**src/rtl/ppu_types.sv**
```systemverilog
// rtl/ppu_types.sv - shared types and constants for the PPU timing controller
package ppu_types;

    typedef enum logic [1:0] {
        PPU_MODE_0 = 2'd0,
        PPU_MODE_1 = 2'd1,
        PPU_MODE_2 = 2'd2,
        PPU_MODE_3 = 2'd3
    } ppu_mode_t;

    localparam logic [15:0] ADDR_LCDC = 16'hFF40;
    localparam logic [15:0] ADDR_STAT = 16'hFF41;
    localparam logic [15:0] ADDR_LY   = 16'hFF44;
    localparam logic [15:0] ADDR_LYC  = 16'hFF45;

    localparam int LCDC_ON_BIT = 7;

    localparam int STAT_LYC_IE = 6;
    localparam int STAT_M2_IE  = 5;
    localparam int STAT_M1_IE  = 4;
    localparam int STAT_M0_IE  = 3;
    localparam int STAT_COINC  = 2;

    localparam logic [7:0] LCDC_RESET = 8'h91;

    typedef struct packed {
        logic [7:0] lcdc;
        logic [6:3] stat;
        logic [7:0] lyc;
    } ppu_timing_regs_t;

endpackage

```
**src/rtl/ppu_stat_irq.sv**
```systemverilog
// rtl/ppu_stat_irq.sv - STAT interrupt line combiner and rising-edge pulse
module ppu_stat_irq
    import ppu_types::*;
(
    input  logic      clk,
    input  logic      reset,
    input  logic      lcd_on_i,
    input  logic [6:3] stat_en_i,
    input  logic      coinc_i,
    input  ppu_mode_t mode_i,
    output logic      stat_irq_o
);

    logic line_d;
    logic line_q;

    // OR of the enabled sources; the line is held low while the LCD is off
    always_comb begin
        line_d = (stat_en_i[STAT_LYC_IE] & coinc_i)
               | (stat_en_i[STAT_M2_IE] & (mode_i == PPU_MODE_2))
               | (stat_en_i[STAT_M1_IE] & (mode_i == PPU_MODE_1))
               | (stat_en_i[STAT_M0_IE] & (mode_i == PPU_MODE_0));
        if (!lcd_on_i) begin
            line_d = 1'b0;
        end
    end

    // previous line level, so overlapping sources only pulse once
    always_ff @(posedge clk or posedge reset) begin
        if (reset) begin
            line_q <= 1'b0;
        end else begin
            line_q <= line_d;
        end
    end

    assign stat_irq_o = line_d & ~line_q;

endmodule

```
**src/rtl/ppu_timing_ctrl.sv**
```systemverilog
// rtl/ppu_timing_ctrl.sv - LCD dot/line counters, mode sequencer and LCDC/STAT/LY/LYC registers
module ppu_timing_ctrl
    import ppu_types::*;
#(
    parameter int CYCLES_PER_LINE = 456,
    parameter int VISIBLE_LINES   = 144,
    parameter int LINES_PER_FRAME = 154,
    parameter int MODE2_LEN       = 80,
    parameter int MODE3_MAX_LEN   = 289
) (
    input  logic                               clk,
    input  logic                               reset,
    input  logic                               reg_write_en,
    input  logic [15:0]                        reg_addr,
    input  logic [7:0]                         reg_wdata,
    output logic [7:0]                         reg_rdata,
    output logic                               reg_hit,
    input  logic                               pix_done,
    output ppu_mode_t                          mode,
    output logic [7:0]                         ly,
    output logic [$clog2(CYCLES_PER_LINE)-1:0] dot,
    output logic                               lcd_on,
    output logic                               frame_done,
    output logic                               vblank_irq,
    output logic                               stat_irq
);

    localparam int DOT_W = $clog2(CYCLES_PER_LINE);

    localparam logic [DOT_W-1:0] DOT_LAST     = DOT_W'(CYCLES_PER_LINE - 1);
    localparam logic [DOT_W-1:0] DOT_M3_START = DOT_W'(MODE2_LEN);
    localparam logic [DOT_W-1:0] DOT_M3_LAST  = DOT_W'(MODE2_LEN + MODE3_MAX_LEN - 1);
    localparam logic [7:0]       LY_LAST      = 8'(LINES_PER_FRAME - 1);
    localparam logic [7:0]       LY_VBLANK    = 8'(VISIBLE_LINES);
    localparam logic [7:0]       LY_VIS_LAST  = 8'(VISIBLE_LINES - 1);

    ppu_timing_regs_t regs_q, regs_d;

    logic [DOT_W-1:0] dot_q, dot_d;
    logic [7:0]       ly_q, ly_d;
    ppu_mode_t        mode_q, mode_d;
    logic             frame_done_q, frame_done_d;
    logic             vblank_q, vblank_d;

    logic             coinc;
    logic             lcd_on_next;
    logic [7:0]       stat_rd;

    // register file update from the bus; LY and STAT[2:0] are not writable
    always_comb begin
        regs_d = regs_q;
        if (reg_write_en) begin
            case (reg_addr)
                ADDR_LCDC: regs_d.lcdc = reg_wdata;
                ADDR_STAT: regs_d.stat = reg_wdata[6:3];
                ADDR_LYC:  regs_d.lyc  = reg_wdata;
                default:   ;
            endcase
        end
    end

    // bus-visible register state
    always_ff @(posedge clk or posedge reset) begin
        if (reset) begin
            regs_q.lcdc <= LCDC_RESET;
            regs_q.stat <= '0;
            regs_q.lyc  <= '0;
        end else begin
            regs_q <= regs_d;
        end
    end

    // next dot/line/mode; the new LCDC enable is used so an on/off write acts on this edge
    always_comb begin
        lcd_on_next  = regs_d.lcdc[LCDC_ON_BIT];
        dot_d        = dot_q;
        ly_d         = ly_q;
        mode_d       = mode_q;
        frame_done_d = 1'b0;
        vblank_d     = 1'b0;
        if (!lcd_on_next) begin
            dot_d  = '0;
            ly_d   = '0;
            mode_d = PPU_MODE_0;
        end else if (!regs_q.lcdc[LCDC_ON_BIT]) begin
            dot_d  = '0;
            ly_d   = '0;
            mode_d = PPU_MODE_2;
        end else begin
            if (dot_q == DOT_LAST) begin
                dot_d        = '0;
                ly_d         = (ly_q == LY_LAST) ? 8'd0 : ly_q + 8'd1;
                frame_done_d = (ly_q == LY_LAST);
                vblank_d     = (ly_q == LY_VIS_LAST);
            end else begin
                dot_d = dot_q + DOT_W'(1);
            end
            if (ly_d >= LY_VBLANK) begin
                mode_d = PPU_MODE_1;
            end else if (dot_d < DOT_M3_START) begin
                mode_d = PPU_MODE_2;
            end else if (dot_d == DOT_M3_START) begin
                mode_d = PPU_MODE_3;
            end else if (mode_q == PPU_MODE_3 && (pix_done || dot_q == DOT_M3_LAST)) begin
                mode_d = PPU_MODE_0;
            end
        end
    end

    // timing state and the registered frame/V-blank pulses
    always_ff @(posedge clk or posedge reset) begin
        if (reset) begin
            dot_q        <= '0;
            ly_q         <= '0;
            mode_q       <= PPU_MODE_2;
            frame_done_q <= 1'b0;
            vblank_q     <= 1'b0;
        end else begin
            dot_q        <= dot_d;
            ly_q         <= ly_d;
            mode_q       <= mode_d;
            frame_done_q <= frame_done_d;
            vblank_q     <= vblank_d;
        end
    end

    assign coinc = (ly_q == regs_q.lyc);

    // combinational register read mux
    always_comb begin
        stat_rd             = 8'h80;
        stat_rd[6:3]        = regs_q.stat;
        stat_rd[STAT_COINC] = coinc;
        stat_rd[1:0]        = mode_q;
        reg_rdata           = 8'h00;
        reg_hit             = 1'b0;
        case (reg_addr)
            ADDR_LCDC: begin reg_hit = 1'b1; reg_rdata = regs_q.lcdc; end
            ADDR_STAT: begin reg_hit = 1'b1; reg_rdata = stat_rd;     end
            ADDR_LY:   begin reg_hit = 1'b1; reg_rdata = ly_q;        end
            ADDR_LYC:  begin reg_hit = 1'b1; reg_rdata = regs_q.lyc;  end
            default:   ;
        endcase
    end

    ppu_stat_irq u_stat_irq (
        .clk        (clk),
        .reset      (reset),
        .lcd_on_i   (regs_q.lcdc[LCDC_ON_BIT]),
        .stat_en_i  (regs_q.stat),
        .coinc_i    (coinc),
        .mode_i     (mode_q),
        .stat_irq_o (stat_irq)
    );

    assign mode       = mode_q;
    assign ly         = ly_q;
    assign dot        = dot_q;
    assign lcd_on     = regs_q.lcdc[LCDC_ON_BIT];
    assign frame_done = frame_done_q;
    assign vblank_irq = vblank_q;

endmodule

```
**config.mk**
```make
export PLATFORM = sky130hd
export DESIGN_NAME = ppu_timing_ctrl
export DESIGN_NICKNAME = d
export VERILOG_FILES = /design/src/rtl/ppu_types.sv /design/src/rtl/ppu_stat_irq.sv /design/src/rtl/ppu_timing_ctrl.sv
export SDC_FILE = /design/constraint.sdc
export NUM_CORES = 1
export LEC_CHECK = 0
export BUFFER_PORTS_ARGS = -buffer_cell sky130_fd_sc_hd__buf_2
export CORE_MARGIN = 5
export CORE_UTILIZATION = 41
export DETAILED_ROUTE_END_ITERATION = 8
export HOLD_SLACK_MARGIN = 0.1
export PLACE_DENSITY = 0.73
export SYNTH_ARGS = -nofsm -noshare
export SYNTH_HDL_FRONTEND = slang
export SYNTH_HIERARCHICAL = 1
export SYNTH_SLANG_ARGS = --single-unit
```
**constraint.sdc**
```tcl
create_clock -name clk -period 2.3 [get_ports clk]
set_input_delay 0.46 -clock clk [delete_from_list [all_inputs] [get_ports clk]]
set_output_delay 0.46 -clock clk [all_outputs]
set_load 0.01 [all_outputs]
```
==> summary.md, run 1 <==
| Metric | Value |
|---|---|
| Clk_lat worst skew | 290 ps |
| Core area | 6240 um2 |
| Port bufs | 59 |
| Post-Syn Area | 2580 um2 |
| Root Buffer | clkbuf_8 |
| Distinct cells, synth | 60 |
| Post-Synth Simple-Gate Area | 0.213 |
| Initial antenna violation count | 0 |
| Sink Count | 42 |
| WP buf/inv | 2 |
| Power Density | 370 nW/um2 |
| Fmax | 0.414 GHz |
| Clk_skew | 11.0 ps |
| Seq/Total Area, Yosys | 0.409 |
| Synth Instances | ~240 |
| Max IR drop VDD | 248 uV |
| Most frequent cells in the layout | buf_2 (51), dfrtp_1 (36), buf_4 (36), nor2_1 (21), mux2_2 (20) |
| Layout cells sized above 1 | 0.493 |
| First-pass GRT wire length | 11,200 um |
| Syn_nets | 276 |
| Vias per inst | around 5.6 |
| Ys flop type | dfrtp_1 |
| Mapped Avg Cell Area | about 11 um2 |
| Final Hold Viols | 0 |
| Remaining Overflow, GRT | 0 |
| Post-route DRC | 0 |
| Largest family of logic cells by synthesized area | simple AND/OR/NAND/NOR gates |
| Antenna-violating nets left | 0 |
| RSZ-0062 raised after global routing | yes |
| DP HPWL | 5020 um |
| Final period util | 1.05 |
| Failing checks | negative setup slack |
| GRT Total Usage | 0.182 |
| DR WL/cell | 16.9 um |
| Combinational share of power | 0.058 |
| Post-synth EDFFs | 0 |
| Crit path max-delay cell type | or4_4 |
| Ant. Diodes | 0 |
| Int Pwr | 0.984 mW |
| CP arrival | 1950 ps |
| Area delta synth->final | 33.5% |
| Number of CTS-inserted buffers | 5 |
| CTS clk-pin slew, worst paths | 80 ps |
| Xor and xnor area share after synthesis | 0.0645 |
| Ys async rst share | 1.00 |
| Sequential share of power | 0.578 |
| Reg area | 1060 um2 |
| Die Footprint | 7980 um2 |
| 1st-iter DRT viols | 127 |
| CP max FO | 6 |
| Die Wd | 89.3 um |
| Area of the multi-input gates | around 1500 um2 |
| R2R setup slack | about 70 ps |
| Leakage | roughly 1.6 nW |
| CTS tree | built |
| Final Max Tran Viols | 0 |
| Routability cong. | 0.905 |
| Fill cell count | about 540 |
| Starting Density | 0.414 |
| Design area | 3450 um2 |
| Pre-CTS WS | -309 ps |
| Top delay family on crit path | simple AND/OR/NAND/NOR gates |
| Crit-path max cell delay | ~540 ps |
| Sw power | roughly 0.29 mW |
| Final setup fails | 7 |
| Worst Path Required | 1840 ps |
| WL final | 6990 um |
| Relative slew slack | 0.658 |
| Final Net Count | 368 |
| Ports | 60 |
| Period minus WS final | 2410 ps |
| Via count of the first global-routing pass | 2,291 |
| Bufs on Longest Clock Path | 2 |
| Largest net degree at the start of global routing | 42 |
| Drt pass-1 iters | 4 |
| Die height | 89.3 um |
| # rows | 29 |
| Post-synthesis compound-gate area fraction | 0.0950 |
| Placed Area | 3180 um2 |
| Crit end category | output pin |
| H-tree depth | 2 |
| Switch share | 0.229 |
| Via count | 2,327 |
| Synth Area in Adders | 0.0194 |
| Clock share of power | 0.364 |
| Outcome | finished, violations left |
| Worst Max-Slew Pin Slew | roughly 500 ps |
| Worst-path cell chain | buf_6, or4_4, or4_4, and2b_2, buf_6 |
| Final worst-path setup slack | -114 ps |
| Worst min-delay path class | in -> reg |
| Setup crit start kind | primary input |
| Total of max-cap violations | 0 |
| Mux share of post-synthesis cell area | 0.161 |
| Kind of critical path | in -> out |
| Commonest non-fill, non-tap cell in the layout | buf_2 |
| Synth warn | 6 |
| Synth Register Bits | 42 |
-- final timing paths --
check,to,start,depth (start not counted)
setup / recovery,reg_rdata[3],reg_addr[7],5
hold / removal,regs_q[14],reg_wdata[2],2
setup reg to reg,mode[0],dot[0],9
hold reg to reg,regs_q[15],regs_q[15],1
max in group asynchronous,dot[0],reset,4
min in group asynchronous,u_stat_irq/line_q,reset,3
-- what timing repair did --
action | in CTS | in global routing
setup endpoints to repair | 11 | 11
setup buffers | 7 | 1
gates cloned | 1 | 0
endpoints found under the hold margin | 1 | 0
gates resized for setup | 15 | 6
pin swaps | 5 | 5
hold buffers | 1 | 0
-- flip-flops by register name (all words and copies together), names as in the netlist --
signal and count:
lcd_on 1, u_stat_irq/line_q 1, frame_done 1, dot 9
ly 8, regs_q 19, mode 2, vblank_irq 1
-- per-stage QoR --
step	utilization	TNS, ps	cells	power (mW)	hold WS (ps)
detailed placement	0.510	-9150	396	0.822	306
global placement	0.510	-7750	396	0.821	306
CTS	0.547	-655	413	1.29	403
global route	0.552	-925	414	1.33	390
finish	0.552	-631	414	1.28	404
floorplan	-	-411	244	0.783	189
-- per-layer routing --
metal	vias up	wire length, um	GRT usage
met2	105	3330	0.284
met3	14	532	0.0369
met5	-	0	0
li1	1082	-	-
met1	1126	2970	0.246
met4	0	155	0.0758
-- layout make-up --
cell class | instances | share of cell area
clock buffer | 6 | 0.0211
multi-input combinational | 180 | 0.436
tap | 77 | 0.0279
clock inverter | 2 | 0.00399
inverter | 9 | 0.0105
timing repair buffer | 98 | 0.193
sequential | 42 | 0.307
-- cells in the mapped netlist, types with 6 or more instances --
| cell | n | area share |
|---|---|---|
| mux4_2 | 7 | 0.061 |
| clkbuf_1 | 10 | 0.015 |
| xnor2_1 | 14 | 0.048 |
| nand4_1 | 7 | 0.017 |
| nor3_1 | 6 | 0.012 |
| dfrtp_1 | 38 | 0.37 |
| nand3_1 | 7 | 0.014 |
| and2b_2 | 6 | 0.020 |
| nor2_1 | 23 | 0.033 |
| mux2_2 | 22 | 0.096 |
| nand2_1 | 14 | 0.020 |
| inv_1 | 8 | 0.012 |
-- kinds of logic (layout without fill, tap and decap cells) --
family	after synthesis	after routing
compound gates	33	33
fa+ha+maj	4	4
xor+xnor	19	19
flops	42	42
buf+inv	23	115
mux	30	30
simple gates	93	94
-- worst register-to-register path, cell delays in order (launching register included) --
cell	delay (ps)
dfrtp_2	400
inv_1	70
ha_1	240
or4b_4	500
o22ai_4	120
o211ai_1	140
a311oi_1	270
buf_4	160
o22ai_1	80
o2bb2ai_1	130
-- power groups by stage --
stage | Combinational [mW] | Sequential (mW) | Clock (mW)
2_1_floorplan | 0.0307 | 0.753 | 0
3_3_place_gp | 0.0685 | 0.753 | 0
3_5_place_dp | 0.0694 | 0.753 | 0
4_1_cts | 0.0744 | 0.738 | 0.476
5_1_grt | 0.0829 | 0.738 | 0.509
6_report | 0.0740 | 0.738 | 0.464
(Power assumes the default switching activity.)
==> run 2: changes to the inputs <==
==> constraint.sdc (replaced) <==
create_clock -name clk -period 2.3 [get_ports clk]
set_input_delay 0 -clock clk [delete_from_list [all_inputs] [get_ports clk]]
set_output_delay 0 -clock clk [all_outputs]
set_load 0.01 [all_outputs]
==> run 2 against run 1 <==
  * The run now ends clean
  * Critical endpoint is now mode[0]
  * First-iteration DRC count increased by 1.6%
  * Clock power increased by 55%
  * Flip-flop and latch count unchanged
  * Die area is the same
  * Utilization fell by 1.5 points
  * Final cell count shrank 2.4%
  * Largest cell class unchanged
  * Clock skew down 2.9 ps
==> summary.md, run 2 (synthesis gave the netlist of run 1 again) <==
| Metric | Value |
|---|---|
| Outcome | finished clean |
| Post-route DRC | 0 |
| Via count of the first global-routing pass | 2,188 |
| Largest net degree at the start of global routing | 42 |
| Setup crit start kind | flop |
| CTS clk-pin slew, worst paths | around 80 ps |
| Max IR drop VDD | 247 uV |
| Layout cells sized above 1 | 0.446 |
| Fmax | 0.447 GHz |
| Root Buffer | clkbuf_8 |
| Via count | 2,245 |
| Die Wd | 89.3 um |
| GRT Total Usage | 0.176 |
| Design area | 3350 um2 |
| Core area | 6240 um2 |
| Sink Count | between 40 and 50 |
| Clk_lat worst skew | 300 ps |
| Most frequent cells in the layout | buf_2 (59), dfrtp_1 (36), nor2_1 (23), mux2_2 (22), buf_4 (19) |
| Crit end category | flop |
| Clk_skew | 8.08 ps |
| Total of max-cap violations | 0 |
| Initial antenna violation count | 0 |
| Max FFs per register | 19 |
| 1st-iter DRT viols | 129 |
| Placed Area | 3040 um2 |
| Period minus WS final | around 2200 ps |
| Worst min-delay path class | in -> reg |
| Final setup fails | 0 |
| Port bufs | 59 |
| Worst Path Required | 2480 ps |
| Top reg by flops | regs_q |
| Ports | 60 |
| Ant. Diodes | 0 |
| Final Max Tran Viols | 0 |
| Antenna-violating nets left | 0 |
| # rows | 29 |
| Die Footprint | 7980 um2 |
| WL final | 6640 um |
| Starting Density | 0.414 |
| First-pass GRT wire length | approximately 11,000 um |
| CP max FO | 3 |
| Final period util | 0.973 |
| Routability cong. | 0.919 |
| Die height | 89.3 um |
| Kind of critical path | reg -> reg |
| Relative slew slack | 0.655 |
| Reg area | between 1000 and 1500 um2 |
| Drt pass-1 iters | 4 |
| CP arrival | 2420 ps |
| Final Hold Viols | 0 |
| Post-route total power | 1.54 mW |
| Vias per inst | roughly 5.6 |
| CTS tree | built |
| Placed cells | 383 |
| DP HPWL | ~4800 um |
| Area delta synth->final | 29.9% |
| Bufs on Longest Clock Path | 2 |
| Power Density | ~460 nW/um2 |
| Fill cell count | around 560 |
| Area of the multi-input gates | between 1000 and 1500 um2 |
| Leakage | 1.58 nW |
| Non-Filler Instances | about 400 |
| TNS Setup | 0 ps |
| Remaining Overflow, GRT | 0 |
| Final Net Count | 358 |
| DR WL/cell | 16.4 um |
| Number of CTS-inserted buffers | 5 |
| H-tree depth | 2 |
| Worst Max-Slew Pin Slew | 518 ps |
| Commonest non-fill, non-tap cell in the layout | buf_2 |
[run 2: final cells by class]
| class | instances | share of cell area |
|---|---|---|
| Clock buffer | 6 | 0.0246 |
| Clock inverter | 2 | 0.0179 |
| Inverter | 9 | 0.0101 |
| Multi-Input combinational cell | 179 | 0.439 |
| Sequential cell | 42 | 0.316 |
| Tap cell | 77 | 0.0287 |
| Timing Repair Buffer | 89 | 0.164 |
[run 2: timing repair]
item / 4_1_cts / 5_1_grt
buffers inserted: 0 / 3
pin swaps: 0 / 5
hold endpoints to repair: 58 / 0
endpoints found under the setup margin: 2 / 10
resized for setup: 1 / 8
hold buffers: 10 / 0
[run 2: power by group]
part / switching, mW / internal (mW) / leakage [nW]
Combinational: 0.0405 / 0.0372 / 0.935
Clock: 0.258 / 0.463 / 0.0714
Sequential: 0.000117 / 0.738 / 0.569
Total: 0.299 / 1.24 / 1.58
[run 2: worst max-delay path, stage by stage, from the launching register on]
cell and delay, ps:
dfrtp_2 360, inv_1 40, ha_1 320, or4b_4 500, o22ai_2 140, o211ai_1 170, a311oi_2 360, o22ai_1 110
o2bb2ai_1 130
[run 2: path summary, 6_finish.rpt]
path | startpoint | to | slack, ps | cells past startpoint
max | dot[0] | mode[0] | 60 | 8
min | reg_write_en | regs_q[18] | 170 | 3
max reg2reg | dot[0] | mode[0] | 60 | 8
min reg2reg | regs_q[14] | regs_q[14] | 510 | 1
max in group asynchronous | reset | dot[0] | 1550 | 4
min in group asynchronous | reset | regs_q[1] | 370 | 4
[run 2: layer usage]
layer	share of wire	wire, um	track usage	up-vias
met5	0	0	0	-
met4	0.020	136	0.0609	0
met3	0.052	345	0.0258	14
met2	0.50	3300	0.289	81
met1	0.43	2850	0.238	1089
li1	-	-	-	1061
[run 2: metrics by stage]
stage	util	setup slack (ps)	hold slack, ps
floorplan	-	38.7	-271
global placement	0.487	78.0	-153
detailed placement	0.487	-36.7	-150
CTS	0.527	0.995	169
global route	0.537	-69.9	174
finish	0.537	63.1	168
==> run 3: changes to the inputs <==
Settings changed: GPL_TIMING_DRIVEN from default to 0, SLEW_MARGIN from default to 15.
==> run 3 against run 2 <==
  * Final cell count fell by 0.25%
  * Setup slack improved by 57 ps
  * First-iteration DRC count shrank 1.6%
  * Via count increased by 0.58%
  * Count of clock-buffer cells in the layout increased by 1
  * Register-to-register slack gained 60 ps
  * Highest routed layer unchanged
  * Critical path depth is 1 higher
==> summary.md, run 3 (synthesis gave the netlist of run 1 again) <==
| Metric | Value |
|---|---|
| Die Footprint | between 7000 and 8000 um2 |
| Fill cell count | 563 |
| Commonest non-fill, non-tap cell in the layout | buf_2 |
| Most frequent cells in the layout | buf_2 (61), dfrtp_1 (36), nor2_1 (23), mux2_2 (22) |
| Top reg by flops | regs_q |
| 1st-iter DRT viols | 127 |
| CTS tree | built |
| Final Max Tran Viols | 0 |
| Ports | 60 |
| Drt pass-1 iters | 4 |
| H-tree depth | 2 |
| Total of max-cap violations | 0 |
| DP HPWL | 4770 um |
| Leakage | around 1.6 nW |
| Ant. Diodes | 0 |
| Max IR drop VDD | roughly 220 uV |
| Final Net Count | approximately 360 |
| Sink Count | 42 |
| Clk_skew | 5.38 ps |
| Setup crit start kind | flop |
| Layout cells sized above 1 | 0.429 |
| Post-route total power | 1.40 mW |
| Via count of the first global-routing pass | between 2,000 and 2,500 |
| Final worst-path setup slack | 120 ps |
| Area delta synth->final | 29.8% |
| Clk_lat worst skew | 290 ps |
| Final Hold Viols | 0 |
| Remaining Overflow, GRT | 0 |
| Crit end category | flop |
| Die Wd | 89.3 um |
| Min Hold Slack | around 170 ps |
| Outcome | finished clean |
| Bufs on Longest Clock Path | 2 |
| Die height | 89.3 um |
| TNS Setup | 0 ps |
| Period minus WS final | about 2200 ps |
| RSZ-0062 raised after global routing | no |
| Root Buffer | clkbuf_8 |
| # rows | 29 |
| CP max FO | 8 |
| Worst Path Required | between 2000 and 2500 ps |
| Final period util | 0.948 |
| Post-route DRC | 0 |
| Worst min-delay path class | in -> reg |
| Core area | between 6000 and 7000 um2 |
| Antenna-violating nets left | 0 |
| Via count | 2,258 |
| Initial antenna violation count | 0 |
| Vias per inst | 5.60 |
| DR WL/cell | around 16 um |
| Routability cong. | 0.909 |
| Power Density | 417 nW/um2 |
| Largest net degree at the start of global routing | 24 |
| Kind of critical path | reg -> reg |
| Fmax | 0.459 GHz |
| Max FFs per register | 19 |
| GRT Total Usage | 0.175 |
| First-pass GRT wire length | 10,800 um |
| WL final | between 6000 and 7000 um |
| Number of CTS-inserted buffers | 5 |
| Final setup fails | 0 |
| Worst Max-Slew Pin Slew | about 830 ps |
| Relative slew slack | 0.441 |
| R2R setup slack | ~120 ps |
| Port bufs | 59 |
| Starting Density | 0.414 |
| CTS clk-pin slew, worst paths | 80 ps |
| CP arrival | 2350 ps |
| Pre-CTS WS | -272 ps |
-- run 3: area by class of cell --
| class | instances | area (um2) | area share |
|---|---|---|---|
| Clock inverter | 1 | 30.0 | 0.00897 |
| Timing Repair Buffer | 77 | 485 | 0.145 |
| Clock buffer | 7 | 76.3 | 0.0228 |
| Sequential cell | 42 | 1060 | 0.316 |
| Inverter | 9 | 33.8 | 0.0101 |
| Buffer | 11 | 57.6 | 0.0172 |
| Tap cell | 77 | 96.3 | 0.0288 |
| Multi-Input combinational cell | 179 | 1510 | 0.451 |
-- run 3: repair_timing --
item / in CTS / in global routing
gates resized for setup: 9 / 7
endpoints found under the hold margin: 60 / 0
endpoints found under the setup margin: 10 / 10
hold buffers: 10 / 0
pin swaps: 5 / 5
setup buffers: 3 / 4
-- run 3: worst paths after layout --
check                        startpoint    endpoint  depth (start not counted)
hold reg to reg              regs_q[14]  regs_q[14]                          1
setup reg to reg                 dot[0]       ly[2]                          9
min in group asynchronous         reset      dot[6]                          3
hold / removal             reg_write_en  regs_q[14]                          3
max in group asynchronous         reset  regs_q[12]                          4
setup / recovery                 dot[0]       ly[2]                          9
-- run 3: power by group --
group	switching, mW	leakage (nW)	internal, mW
clock	0.248	0.0524	0.325
sequential	0.000126	0.569	0.738
combinational	0.0425	0.944	0.0418
-- run 3: per-stage QoR --
step           std cells  cell area, um2   util
2_1_floorplan        244            2580      -
3_3_place_gp         380            2980  0.477
3_5_place_dp         381            3000  0.481
4_1_cts              401            3270  0.525
5_1_grt              403            3350  0.537
6_report             403            3350  0.537
-- run 3: metal layers --
metal | GRT usage | vias to the layer above | share of wire
met5 | 0 | - | 0
met4 | 0.0663 | 0 | 0.020
met3 | 0.0295 | 12 | 0.052
met2 | 0.276 | 79 | 0.49
met1 | 0.242 | 1111 | 0.44
li1 | - | 1056 | -
-- run 3: critical path, cell delays in order, from the launching register on --
cell      delay (ps)
dfrtp_2          400
buf_12           110
ha_4             180
nand4b_1         130
buf_4            190
nor3_4           180
inv_1            100
or3_1            420
nand2_1          260
nor2_1            90
